`config.mk`:
```
export PLATFORM = sky130hd
export DESIGN_NAME = cic_rate_ctrl
export DESIGN_NICKNAME = d
export VERILOG_FILES = /design/src/rtl/cic_ctrl_pkg.sv /design/src/rtl/cic_rate_ctrl.sv
export SDC_FILE = /design/constraint.sdc
export NUM_CORES = 1
export LEC_CHECK = 0
export CAP_MARGIN = 20
export CORE_MARGIN = 2
export CORE_UTILIZATION = 44
export DETAILED_ROUTE_END_ITERATION = 16
export PLACE_DENSITY = 0.72
export SKIP_CTS_REPAIR_TIMING = 1
export SLEW_MARGIN = 20
export SYNTH_ARGS = -nofsm -noshare
export SYNTH_HDL_FRONTEND = slang
export SYNTH_SLANG_ARGS = --single-unit
```
`constraint.sdc`:
```
create_clock -name clock -period 1.2 [get_ports clock]
set_input_delay 0.18 -clock clock [delete_from_list [all_inputs] [get_ports clock]]
set_output_delay 0.18 -clock clock [all_outputs]
set_load 0.005 [all_outputs]
```
`src/rtl/cic_ctrl_pkg.sv`:
```
// cic_ctrl_pkg
// Shared types and constants for the CIC decimation-rate controller.
//   ctrl_state_t : controller phase (flush, settle, run)
//   CLR_CNT_W    : clear-counter width for the default CLEAR_CYCLES (4)
//   SET_CNT_W    : settle-counter width for the default STAGES (3)
//   cnt_width()  : counter width for an arbitrary terminal count, never below 1
package cic_ctrl_pkg;

    typedef enum logic [1:0] {
        CLEAR,
        SETTLE,
        RUN
    } ctrl_state_t;

    localparam int DEF_CLEAR_CYCLES = 4;
    localparam int DEF_STAGES       = 3;

    localparam int CLR_CNT_W = $clog2(DEF_CLEAR_CYCLES);
    localparam int SET_CNT_W = $clog2(DEF_STAGES + 1);

    // Width needed to hold the values 0..n-1; never returns less than 1.
    function automatic int cnt_width(input int n);
        int w;
        w = $clog2(n);
        return (w < 1) ? 1 : w;
    endfunction

endpackage

```
`src/rtl/cic_rate_ctrl.sv`:
```
// cic_rate_ctrl
// Run-time decimation-rate controller for the CIC decimator. It validates
// rate-change requests and flushes the CIC with a clear pulse. It gates the
// CIC input strobe and hides the transient outputs that follow a clear.
// Ports:
//   clock          in  : rising-edge clock
//   reset          in  : asynchronous active-high reset
//   rate_req       in  : requested decimation
//   rate_load      in  : one-cycle request to apply rate_req
//   in_strobe      in  : upstream sample strobe
//   cic_out_strobe in  : CIC output strobe
//   cic_in_strobe  out : gated strobe to the CIC input (combinational)
//   cic_clear      out : registered clear to the CIC
//   decimation     out : registered active rate to the CIC
//   out_valid      out : qualified output strobe (combinational)
//   busy           out : registered, high whenever not in RUN
//   rate_err       out : registered one-cycle pulse on a rejected request
module cic_rate_ctrl
    import cic_ctrl_pkg::*;
#(
    parameter int RATE_W       = 8,
    parameter int MIN_RATE     = 2,
    parameter int MAX_RATE     = 255,
    parameter int RESET_RATE   = 16,
    parameter int STAGES       = 3,
    parameter int CLEAR_CYCLES = 4
) (
    input  logic              clock,
    input  logic              reset,
    input  logic [RATE_W-1:0] rate_req,
    input  logic              rate_load,
    input  logic              in_strobe,
    input  logic              cic_out_strobe,
    output logic              cic_in_strobe,
    output logic              cic_clear,
    output logic [RATE_W-1:0] decimation,
    output logic              out_valid,
    output logic              busy,
    output logic              rate_err
);

    localparam int CW = cnt_width(CLEAR_CYCLES);
    localparam int SW = cnt_width(STAGES + 1);

    localparam logic [RATE_W-1:0] MIN_R   = RATE_W'(MIN_RATE);
    localparam logic [RATE_W-1:0] MAX_R   = RATE_W'(MAX_RATE);
    localparam logic [RATE_W-1:0] RESET_R = RATE_W'(RESET_RATE);
    localparam logic [CW-1:0]     CLR_LAST = CW'(CLEAR_CYCLES - 1);
    localparam logic [SW-1:0]     SET_LAST = SW'(STAGES - 1);

    ctrl_state_t       state_q, state_d;
    logic [CW-1:0]     clr_cnt_q, clr_cnt_d;
    logic [SW-1:0]     settle_cnt_q, settle_cnt_d;
    logic [RATE_W-1:0] dec_q, dec_d;
    logic              pend_valid_q, pend_valid_d;
    logic [RATE_W-1:0] pend_rate_q, pend_rate_d;
    logic              rate_err_q;
    logic              cic_clear_q;
    logic              busy_q;

    logic              req_in_range;
    logic              req_ok;
    logic              req_bad;

    assign req_in_range = (rate_req >= MIN_R) && (rate_req <= MAX_R);
    assign req_ok       = rate_load && req_in_range;
    assign req_bad      = rate_load && !req_in_range;

    always_comb begin
        state_d      = state_q;
        clr_cnt_d    = clr_cnt_q;
        settle_cnt_d = settle_cnt_q;
        dec_d        = dec_q;
        pend_valid_d = pend_valid_q;
        pend_rate_d  = pend_rate_q;

        case (state_q)
            CLEAR: begin
                if (req_ok) begin
                    pend_valid_d = 1'b1;
                    pend_rate_d  = rate_req;
                end
                if (clr_cnt_q == CLR_LAST) begin
                    state_d   = SETTLE;
                    clr_cnt_d = '0;
                end else begin
                    clr_cnt_d = clr_cnt_q + CW'(1);
                end
            end
            SETTLE: begin
                if (req_ok) begin
                    pend_valid_d = 1'b1;
                    pend_rate_d  = rate_req;
                end
                // The STAGES-th output strobe is itself a transient and is dropped.
                if (cic_out_strobe) begin
                    if (settle_cnt_q == SET_LAST) begin
                        state_d      = RUN;
                        settle_cnt_d = '0;
                    end else begin
                        settle_cnt_d = settle_cnt_q + SW'(1);
                    end
                end
            end
            RUN: begin
                // A fresh request supersedes anything left pending from the flush.
                if (req_ok) begin
                    dec_d        = rate_req;
                    pend_valid_d = 1'b0;
                    state_d      = CLEAR;
                end else if (pend_valid_q) begin
                    dec_d        = pend_rate_q;
                    pend_valid_d = 1'b0;
                    state_d      = CLEAR;
                end
            end
            default: begin
                state_d = CLEAR;
            end
        endcase
    end

    always_ff @(posedge clock or posedge reset) begin
        if (reset) begin
            state_q      <= CLEAR;
            clr_cnt_q    <= '0;
            settle_cnt_q <= '0;
            dec_q        <= RESET_R;
            pend_valid_q <= 1'b0;
            pend_rate_q  <= '0;
            rate_err_q   <= 1'b0;
            cic_clear_q  <= 1'b1;
            busy_q       <= 1'b1;
        end else begin
            state_q      <= state_d;
            clr_cnt_q    <= clr_cnt_d;
            settle_cnt_q <= settle_cnt_d;
            dec_q        <= dec_d;
            pend_valid_q <= pend_valid_d;
            pend_rate_q  <= pend_rate_d;
            rate_err_q   <= req_bad;
            // Decoded from next state so these leave the flop glitch-free.
            cic_clear_q  <= (state_d == CLEAR);
            busy_q       <= (state_d != RUN);
        end
    end

    assign cic_in_strobe = in_strobe && (state_q != CLEAR);
    // The RUN cycle that only hands a pending rate to CLEAR must not emit a sample.
    assign out_valid     = cic_out_strobe && (state_q == RUN) && !pend_valid_q;
    assign cic_clear     = cic_clear_q;
    assign busy          = busy_q;
    assign decimation    = dec_q;
    assign rate_err      = rate_err_q;

endmodule

```
==> flow_results.xml, run 1 <==
<?xml version="1.0" encoding="UTF-8"?>
<metrics>
  <group name="timing">
    <metric name="layout_worst_path_cycle_share" unit="%">136</metric>
    <metric name="worstMarginPinSlew" unit="ns">0.343</metric>
    <metric name="slew_violations" unit="">0</metric>
    <metric name="finalHoldViolCount" unit="">0</metric>
    <metric name="final_period_minus_worst_setup_slack" unit="ns">1.63</metric>
    <metric name="clock_skew" unit="ns">0.00354</metric>
    <metric name="post-route-worst-setup-slack" unit="ns">-0.427</metric>
    <metric name="maxSlewHeadroom" unit="%">77.1</metric>
    <metric name="timing.fmax" unit="GHz">0.614</metric>
    <metric name="setup_viol" unit="">23</metric>
    <metric name="rsz0062_at_grt" unit="">true</metric>
  </group>
  <group name="clocking">
    <metric name="h-tree-depth" unit="">1</metric>
    <metric name="clockRootBuffer" unit="">clkbuf_4</metric>
    <metric name="cts_inserted_buffers" unit="">3</metric>
    <metric name="clock_sinks" unit="">26</metric>
    <metric name="clk-insertion-delay-late" unit="ns">0.32</metric>
    <metric name="worst_setup_hold_path_clk_slew" unit="ns">0.14</metric>
    <metric name="cts_tree" unit="">built</metric>
    <metric name="clk_path_buf_depth" unit="">2</metric>
  </group>
  <group name="synthesis">
    <metric name="post_synth_num_cell_types" unit="">26</metric>
    <metric name="synth-seq-cells" unit="">26</metric>
    <metric name="synth_seq_area_share" unit="%">57.0</metric>
    <metric name="synthesis.yosys.warnings" unit="">0</metric>
    <metric name="synth.area.top_cells" unit="">dfrtp_1 50%, mux2_2 12%, dfstp_2 6.9%, a2bb2oi_1 5.3%, a21oi_1 3.9%</metric>
    <metric name="syn_nets" unit="">107</metric>
    <metric name="synthDominantCellAreaShare" unit="%">50.2</metric>
    <metric name="post_synth_inst_count" unit="">93</metric>
    <metric name="synth_largest_area_cell" unit="">dfrtp_1</metric>
    <metric name="synthesis.area_per_instance" unit="um2">12.3</metric>
    <metric name="syn_area" unit="mm2">0.00115</metric>
  </group>
  <group name="cells_and_area">
    <metric name="design.final.nets" unit="">162</metric>
    <metric name="final_core_util" unit="%">72.5</metric>
    <metric name="area_delta_synth_final" unit="%">56.5</metric>
    <metric name="drive_gt1_share" unit="%">47.6</metric>
    <metric name="n_antenna_cell" unit="">0</metric>
    <metric name="final_design_area_no_fill" unit="mm2">0.00180</metric>
  </group>
  <group name="die">
    <metric name="start_util" unit="%">46.3</metric>
    <metric name="fp.dieArea" unit="mm2">0.00303</metric>
    <metric name="core_area" unit="mm2">0.00248</metric>
    <metric name="die_y" unit="um">55.1</metric>
    <metric name="ioPinCount" unit="">26</metric>
    <metric name="floorplan.die.width" unit="um">55.1</metric>
    <metric name="num_rows" unit="">18</metric>
  </group>
  <group name="worst_setup_path">
    <metric name="critical_path_class" unit="">in2reg</metric>
    <metric name="end_kind" unit="">flip-flop</metric>
    <metric name="largest_delay_share_family_worst_path" unit="">simple AND/OR/NAND/NOR gates</metric>
    <metric name="critical_path.max_fanout" unit="">2</metric>
    <metric name="cp_slowest_stage_delay" unit="ns">0.55</metric>
    <metric name="critical-path-slowest-cell" unit="">or4_4</metric>
    <metric name="worstPathCellList" unit="">buf_6 &gt; or4_4 &gt; o41ai_4 &gt; buf_4 &gt; mux2_4 &gt; o22a_2</metric>
    <metric name="cp_data_required_time" unit="ns">1.42</metric>
    <metric name="timing.critical_path.buf_inv" unit="">2</metric>
    <metric name="critPathArrivalTime" unit="ns">1.85</metric>
    <metric name="timing.critical_path.from_type" unit="">input port</metric>
  </group>
  <group name="grt">
    <metric name="grt.total_usage" unit="%">18.2</metric>
    <metric name="grt_max_degree" unit="">27</metric>
    <metric name="first_global_vias" unit="">898</metric>
    <metric name="first_pass_grt_wire_length" unit="um">3890</metric>
    <metric name="antenna_found_initial" unit="">0</metric>
    <metric name="gr-total-overflow" unit="">0</metric>
  </group>
  <group name="power_and_ir_drop">
    <metric name="total_switching_power" unit="uW">938</metric>
    <metric name="seq_power_share" unit="%">41.9</metric>
    <metric name="ir_drop" unit="mV">1.27</metric>
    <metric name="power.clock.fraction" unit="%">13.3</metric>
    <metric name="swShare" unit="%">28.5</metric>
    <metric name="comb_power_share" unit="%">44.8</metric>
    <metric name="powerDensity" unit="mW/mm2">1830</metric>
    <metric name="p_int" unit="uW">2350</metric>
    <metric name="power.leakage" unit="uW">0.000905</metric>
    <metric name="fin_total_pwr" unit="uW">3290</metric>
  </group>
  <group name="placed_design">
    <metric name="portBuffers" unit="">25</metric>
    <metric name="dpl-instance-area" unit="mm2">0.00156</metric>
    <metric name="hpwl_after_dpl" unit="um">1770</metric>
    <metric name="globalplace.congestion" unit="">0.769</metric>
  </group>
  <group name="flow_run">
    <metric name="maxCapViolations" unit="">0</metric>
  </group>
  <group name="worst_hold_path">
    <metric name="timing.hold.worst.class" unit="">in2reg</metric>
  </group>
  <group name="route">
    <metric name="postRouteAntennaNets" unit="">0</metric>
    <metric name="routed-via-count" unit="">935</metric>
    <metric name="initialDrtViolationCount" unit="">4</metric>
    <metric name="remaining_drc_errors" unit="">0</metric>
    <metric name="detail_route.vias_per_cell" unit="">5.28</metric>
    <metric name="wirelength" unit="um">2670</metric>
    <metric name="drt_first_pass_iters" unit="">3</metric>
    <metric name="detail_route.wl_per_cell" unit="um">15.1</metric>
  </group>
  <group name="outcome">
    <metric name="result_of_the_run" unit="">finished with violations</metric>
    <metric name="violations_in_the_final_reports" unit="">negative setup slack</metric>
  </group>
</metrics>
[metal layers]
metal | global-route usage, % | up-vias | wire length (um)
met4 | 6.10 | 0 | 0
met3 | 3.23 | 0 | 104
met1 | 21.5 | 467 | 1160
li1 | - | 451 | -
met5 | 0 | - | 0
met2 | 33.1 | 17 | 1400
[layout by cell type, fill, tap and decap left out, types with 2 or more instances in the layout]
cell             netlist  routed
dfrtp_1               23      23
buf_4                  1      21
dlymetal6s2s_1         0      11
mux2_2                12       9
clkdlybuf4s50_1        0       8
a21oi_1                9       7
a2bb2oi_2              0       6
nor2_1                 7       6
clkbuf_2               0       5
buf_6                  1       5
o21ai_0                7       4
inv_1                  3       3
nor2_4                 0       3
mux2_4                 0       3
nand2_1                3       3
dfstp_2                3       3
clkbuf_4               0       3
nand2b_1               2       2
a21oi_2                1       2
and2_1                 2       2
o21ai_2                0       2
buf_12                 0       2
[cells by family (layout without fill, tap and decap cells)]
kind of cell    Yosys count  count (layout)  synth area share, %
compound gates           27              27                 17.0
flops                    26              26                 57.0
simple gates             21              22                 10.1
mux                      12              12                 11.8
buf+inv                   6              59                 2.94
fa+ha+maj                 1               1                 1.09
[registers in the layout, indices dropped and copies added, names as in the netlist]
signal	cells
decimation	8
busy	1
cic_clear	1
settle_cnt_q	2
pend_rate_q	8
clr_cnt_q	2
rate_err	1
pend_valid_q	1
state_q	2
[final timing paths]
path                                startpoint  slack [ns]             end  cells after the start
min in group asynchronous                reset        0.17    clr_cnt_q[1]                      3
worst min register to register  pend_rate_q[6]        0.53  pend_rate_q[6]                      1
worst max register to register      state_q[0]       -0.15   decimation[0]                      4
worst max-delay path               rate_req[7]       -0.43   decimation[0]                      6
worst min-delay path               rate_req[5]        0.12  pend_rate_q[5]                      2
max in group asynchronous                reset        0.80   decimation[4]                      3
[layout make-up]
| class | instances | area [um2] |
|---|---|---|
| clock buffer | 4 | 36.3 |
| fill | 182 | 682 |
| sequential | 26 | 654 |
| inverter | 3 | 11.3 |
| tap | 30 | 37.5 |
| multi-input combinational | 62 | 559 |
| timing repair buffer | 52 | 497 |
[worst register-to-register path, delay by kind of cell, from the launching register on]
kind / cells / cell delay, ns
compound gates: 2 / 0.53
flops: 1 / 0.41
buf+inv: 1 / 0.19
simple gates: 1 / 0.18
[cell usage after synthesis]
library cell  number
nand2_1            3
inv_1              3
a2bb2oi_1          7
ha_1               1
nor2_2             1
nor3b_1            1
dfrtp_1           23
o21ai_0            7
nand3b_1           1
nor2b_1            1
buf_6              1
mux2_2            12
o41ai_4            1
dfstp_2            3
or4_4              1
and2_1             2
nand4b_1           1
clkbuf_1           1
nand2b_1           2
a21oi_1            9
o22a_2             1
nor4_1             1
buf_4              1
a21oi_2            1
o21a_1             1
nor2_1             7
[stage by stage]
| stage | TNS [ns] | std cells | setup slack (ns) | hold WS, ns |
|---|---|---|---|---|
| 2_1_floorplan | -6.26 | 93 | -0.485 | 0.218 |
| 3_3_place_gp | -18.21 | 161 | -0.987 | 0.481 |
| 3_5_place_dp | -18.97 | 161 | -1.03 | 0.490 |
| 4_1_cts | -14.66 | 165 | -0.675 | 0.168 |
| 5_1_grt | -6.76 | 177 | -0.434 | 0.118 |
| 6_report | -5.97 | 177 | -0.427 | 0.124 |
[power by group through the flow]
stage | sequential (uW) | clock [uW] | combinational (uW)
6_report | 1380 | 438 | 1470
5_1_grt | 1410 | 489 | 1610
4_1_cts | 1380 | 453 | 1150
3_5_place_dp | 1390 | 0 | 1150
3_3_place_gp | 1380 | 0 | 1110
2_1_floorplan | 1380 | 0 | 529
Power figures use the tool's default switching activity.
==> inputs of run 2 (changes only) <==
--- a/config.mk
+++ b/config.mk
@@ -10,6 +10,7 @@
 export CORE_UTILIZATION = 44
 export DETAILED_ROUTE_END_ITERATION = 16
 export PLACE_DENSITY = 0.72
+export RECOVER_POWER = 25
 export SKIP_CTS_REPAIR_TIMING = 1
 export SLEW_MARGIN = 20
 export SYNTH_ARGS = -nofsm -noshare
==> flow_results.xml, run 2 (synthesis results as in run 1) <==
<?xml version="1.0" encoding="UTF-8"?>
<metrics>
  <group name="route">
    <metric name="drt_first_pass_iters" unit="">3</metric>
    <metric name="remaining_drc_errors" unit="">0</metric>
    <metric name="detail_route.wl_per_cell" unit="um">15.0</metric>
    <metric name="initialDrtViolationCount" unit="">6</metric>
    <metric name="postRouteAntennaNets" unit="">0</metric>
    <metric name="routed-via-count" unit="">936</metric>
    <metric name="wirelength" unit="um">2650</metric>
    <metric name="detail_route.vias_per_cell" unit="">5.29</metric>
  </group>
  <group name="worst_setup_path">
    <metric name="critPathArrivalTime" unit="ns">1.85</metric>
    <metric name="timing.critical_path.from_type" unit="">input port</metric>
    <metric name="r2r_start" unit="">state_q[0]</metric>
    <metric name="cp_data_required_time" unit="ns">1.42</metric>
    <metric name="worstPathCellList" unit="">buf_6 &gt; or4_4 &gt; o41ai_4 &gt; buf_4 &gt; mux2_4 &gt; o22a_2</metric>
    <metric name="largest_delay_share_family_worst_path" unit="">simple AND/OR/NAND/NOR gates</metric>
    <metric name="worst-r2r-cell-count" unit="">4</metric>
    <metric name="critical-path-slowest-cell" unit="">or4_4</metric>
    <metric name="critical_path.reg2reg.endpoint" unit="">decimation[0]</metric>
    <metric name="cp_slowest_stage_delay" unit="ns">0.55</metric>
    <metric name="critical_path_class" unit="">in2reg</metric>
    <metric name="flop2flop_setup_slack" unit="ns">-0.15</metric>
    <metric name="timing.critical_path.buf_inv" unit="">2</metric>
    <metric name="critical_path.max_fanout" unit="">2</metric>
    <metric name="end_kind" unit="">flip-flop</metric>
  </group>
  <group name="timing">
    <metric name="rsz0062_at_grt" unit="">true</metric>
    <metric name="final_period_minus_worst_setup_slack" unit="ns">1.63</metric>
    <metric name="slew_violations" unit="">0</metric>
    <metric name="setup_viol" unit="">23</metric>
    <metric name="timing.fmax" unit="GHz">0.615</metric>
    <metric name="clock_skew" unit="ns">0.00157</metric>
    <metric name="maxSlewHeadroom" unit="%">57.9</metric>
    <metric name="fin_setup_tns" unit="ns">-5.93</metric>
    <metric name="worstMarginPinSlew" unit="ns">0.632</metric>
    <metric name="post-route-worst-setup-slack" unit="ns">-0.425</metric>
    <metric name="finalHoldViolCount" unit="">0</metric>
    <metric name="layout_worst_path_cycle_share" unit="%">135</metric>
  </group>
  <group name="placed_design">
    <metric name="hpwl_after_dpl" unit="um">1770</metric>
    <metric name="globalplace.congestion" unit="">0.769</metric>
    <metric name="portBuffers" unit="">25</metric>
  </group>
  <group name="grt">
    <metric name="antenna_found_initial" unit="">0</metric>
    <metric name="gr-total-overflow" unit="">0</metric>
    <metric name="grt_max_degree" unit="">27</metric>
    <metric name="first_global_vias" unit="">898</metric>
    <metric name="first_pass_grt_wire_length" unit="um">3890</metric>
    <metric name="grt.total_usage" unit="%">18.2</metric>
  </group>
  <group name="die">
    <metric name="floorplan.die.width" unit="um">55.1</metric>
    <metric name="num_rows" unit="">18</metric>
    <metric name="start_util" unit="%">46.3</metric>
    <metric name="ioPinCount" unit="">26</metric>
    <metric name="core_area" unit="mm2">0.00248</metric>
    <metric name="die_y" unit="um">55.1</metric>
    <metric name="fp.dieArea" unit="mm2">0.00303</metric>
  </group>
  <group name="clocking">
    <metric name="h-tree-depth" unit="">1</metric>
    <metric name="clockRootBuffer" unit="">clkbuf_4</metric>
    <metric name="clock_sinks" unit="">26</metric>
    <metric name="clk_path_buf_depth" unit="">2</metric>
    <metric name="cts_tree" unit="">built</metric>
    <metric name="clk-insertion-delay-late" unit="ns">0.31</metric>
    <metric name="worst_setup_hold_path_clk_slew" unit="ns">0.14</metric>
    <metric name="cts_inserted_buffers" unit="">3</metric>
  </group>
  <group name="cells_and_area">
    <metric name="multi_input_gate_area_in_the_final_layout" unit="um2">559</metric>
    <metric name="area_delta_synth_final" unit="%">55.2</metric>
    <metric name="commonest_cells_after_routing_fill_and_taps_aside" unit="">23 x dfrtp_1, 21 x buf_4, 11 x dlymetal6s2s_1, 9 x mux2_2</metric>
    <metric name="sequential_cell_area" unit="um2">654</metric>
    <metric name="n_antenna_cell" unit="">0</metric>
    <metric name="design.final.nets" unit="">162</metric>
    <metric name="drive_gt1_share" unit="%">47.6</metric>
    <metric name="leading_cell_type_in_the_layout_fill_and_taps_excluded" unit="">dfrtp_1</metric>
    <metric name="layout.filler_cells" unit="">184</metric>
    <metric name="final_core_util" unit="%">71.9</metric>
  </group>
  <group name="power_and_ir_drop">
    <metric name="ir_drop" unit="mV">1.27</metric>
    <metric name="fin_total_pwr" unit="uW">3280</metric>
    <metric name="powerDensity" unit="mW/mm2">1840</metric>
    <metric name="power.leakage" unit="uW">0.000900</metric>
  </group>
  <group name="worst_hold_path">
    <metric name="timing.hold.worst.class" unit="">in2reg</metric>
    <metric name="min-delay-start" unit="">rate_req[5]</metric>
    <metric name="worstHoldEndpoint" unit="">pend_rate_q[5]</metric>
    <metric name="hold-path-cell-count" unit="">2</metric>
  </group>
  <group name="outcome">
    <metric name="result_of_the_run" unit="">finished with violations</metric>
    <metric name="violations_in_the_final_reports" unit="">negative setup slack</metric>
  </group>
  <group name="flow_run">
    <metric name="maxCapViolations" unit="">0</metric>
  </group>
</metrics>
## run 2: stage by stage
step | cell area [um2] | hold WS, ns | std cells | worst slack (ns)
after floorplan | 1160 | 0.218 | 93 | -0.485
after global placement | 1560 | 0.481 | 161 | -0.987
after detailed placement | 1560 | 0.490 | 161 | -1.03
after CTS | 1600 | 0.168 | 165 | -0.675
after global routing | 1780 | 0.118 | 177 | -0.434
final | 1780 | 0.121 | 177 | -0.425
## run 2: worst max path at each step
stage	to	from	depth (start not counted)	slack, ns
5_1_grt	decimation[0]	rate_req[7]	6	-0.43
2_1_floorplan	decimation[0]	rate_req[4]	4	-0.48
3_3_place_gp	decimation[0]	rate_req[4]	5	-0.99
4_1_cts	decimation[0]	rate_req[4]	5	-0.68
6_report	decimation[0]	rate_req[7]	6	-0.43
3_5_place_dp	decimation[0]	rate_req[4]	5	-1.03
## run 2: power breakdown
part           switching [uW]  leakage (uW)  internal [uW]
sequential                175      0.000304           1200
combinational             506      0.000575            958
clock                     250     0.0000210            185
## run 2: layout make-up
cell class                      instances  share of cell area [%]
Tap cell                               30                    2.11
Multi-Input combinational cell         62                    31.4
Inverter                                3                   0.632
Clock buffer                            4                    2.04
Timing Repair Buffer                   52                    27.1
Sequential cell                        26                    36.8
## run 2: metal layers
metal | vias up | part of all wire [%] | GRT usage, %
li1 | 451 | - | -
met1 | 468 | 43 | 21.5
met2 | 17 | 53 | 33.1
met3 | 0 | 3.9 | 3.23
met4 | 0 | 0 | 6.10
met5 | - | 0 | 0
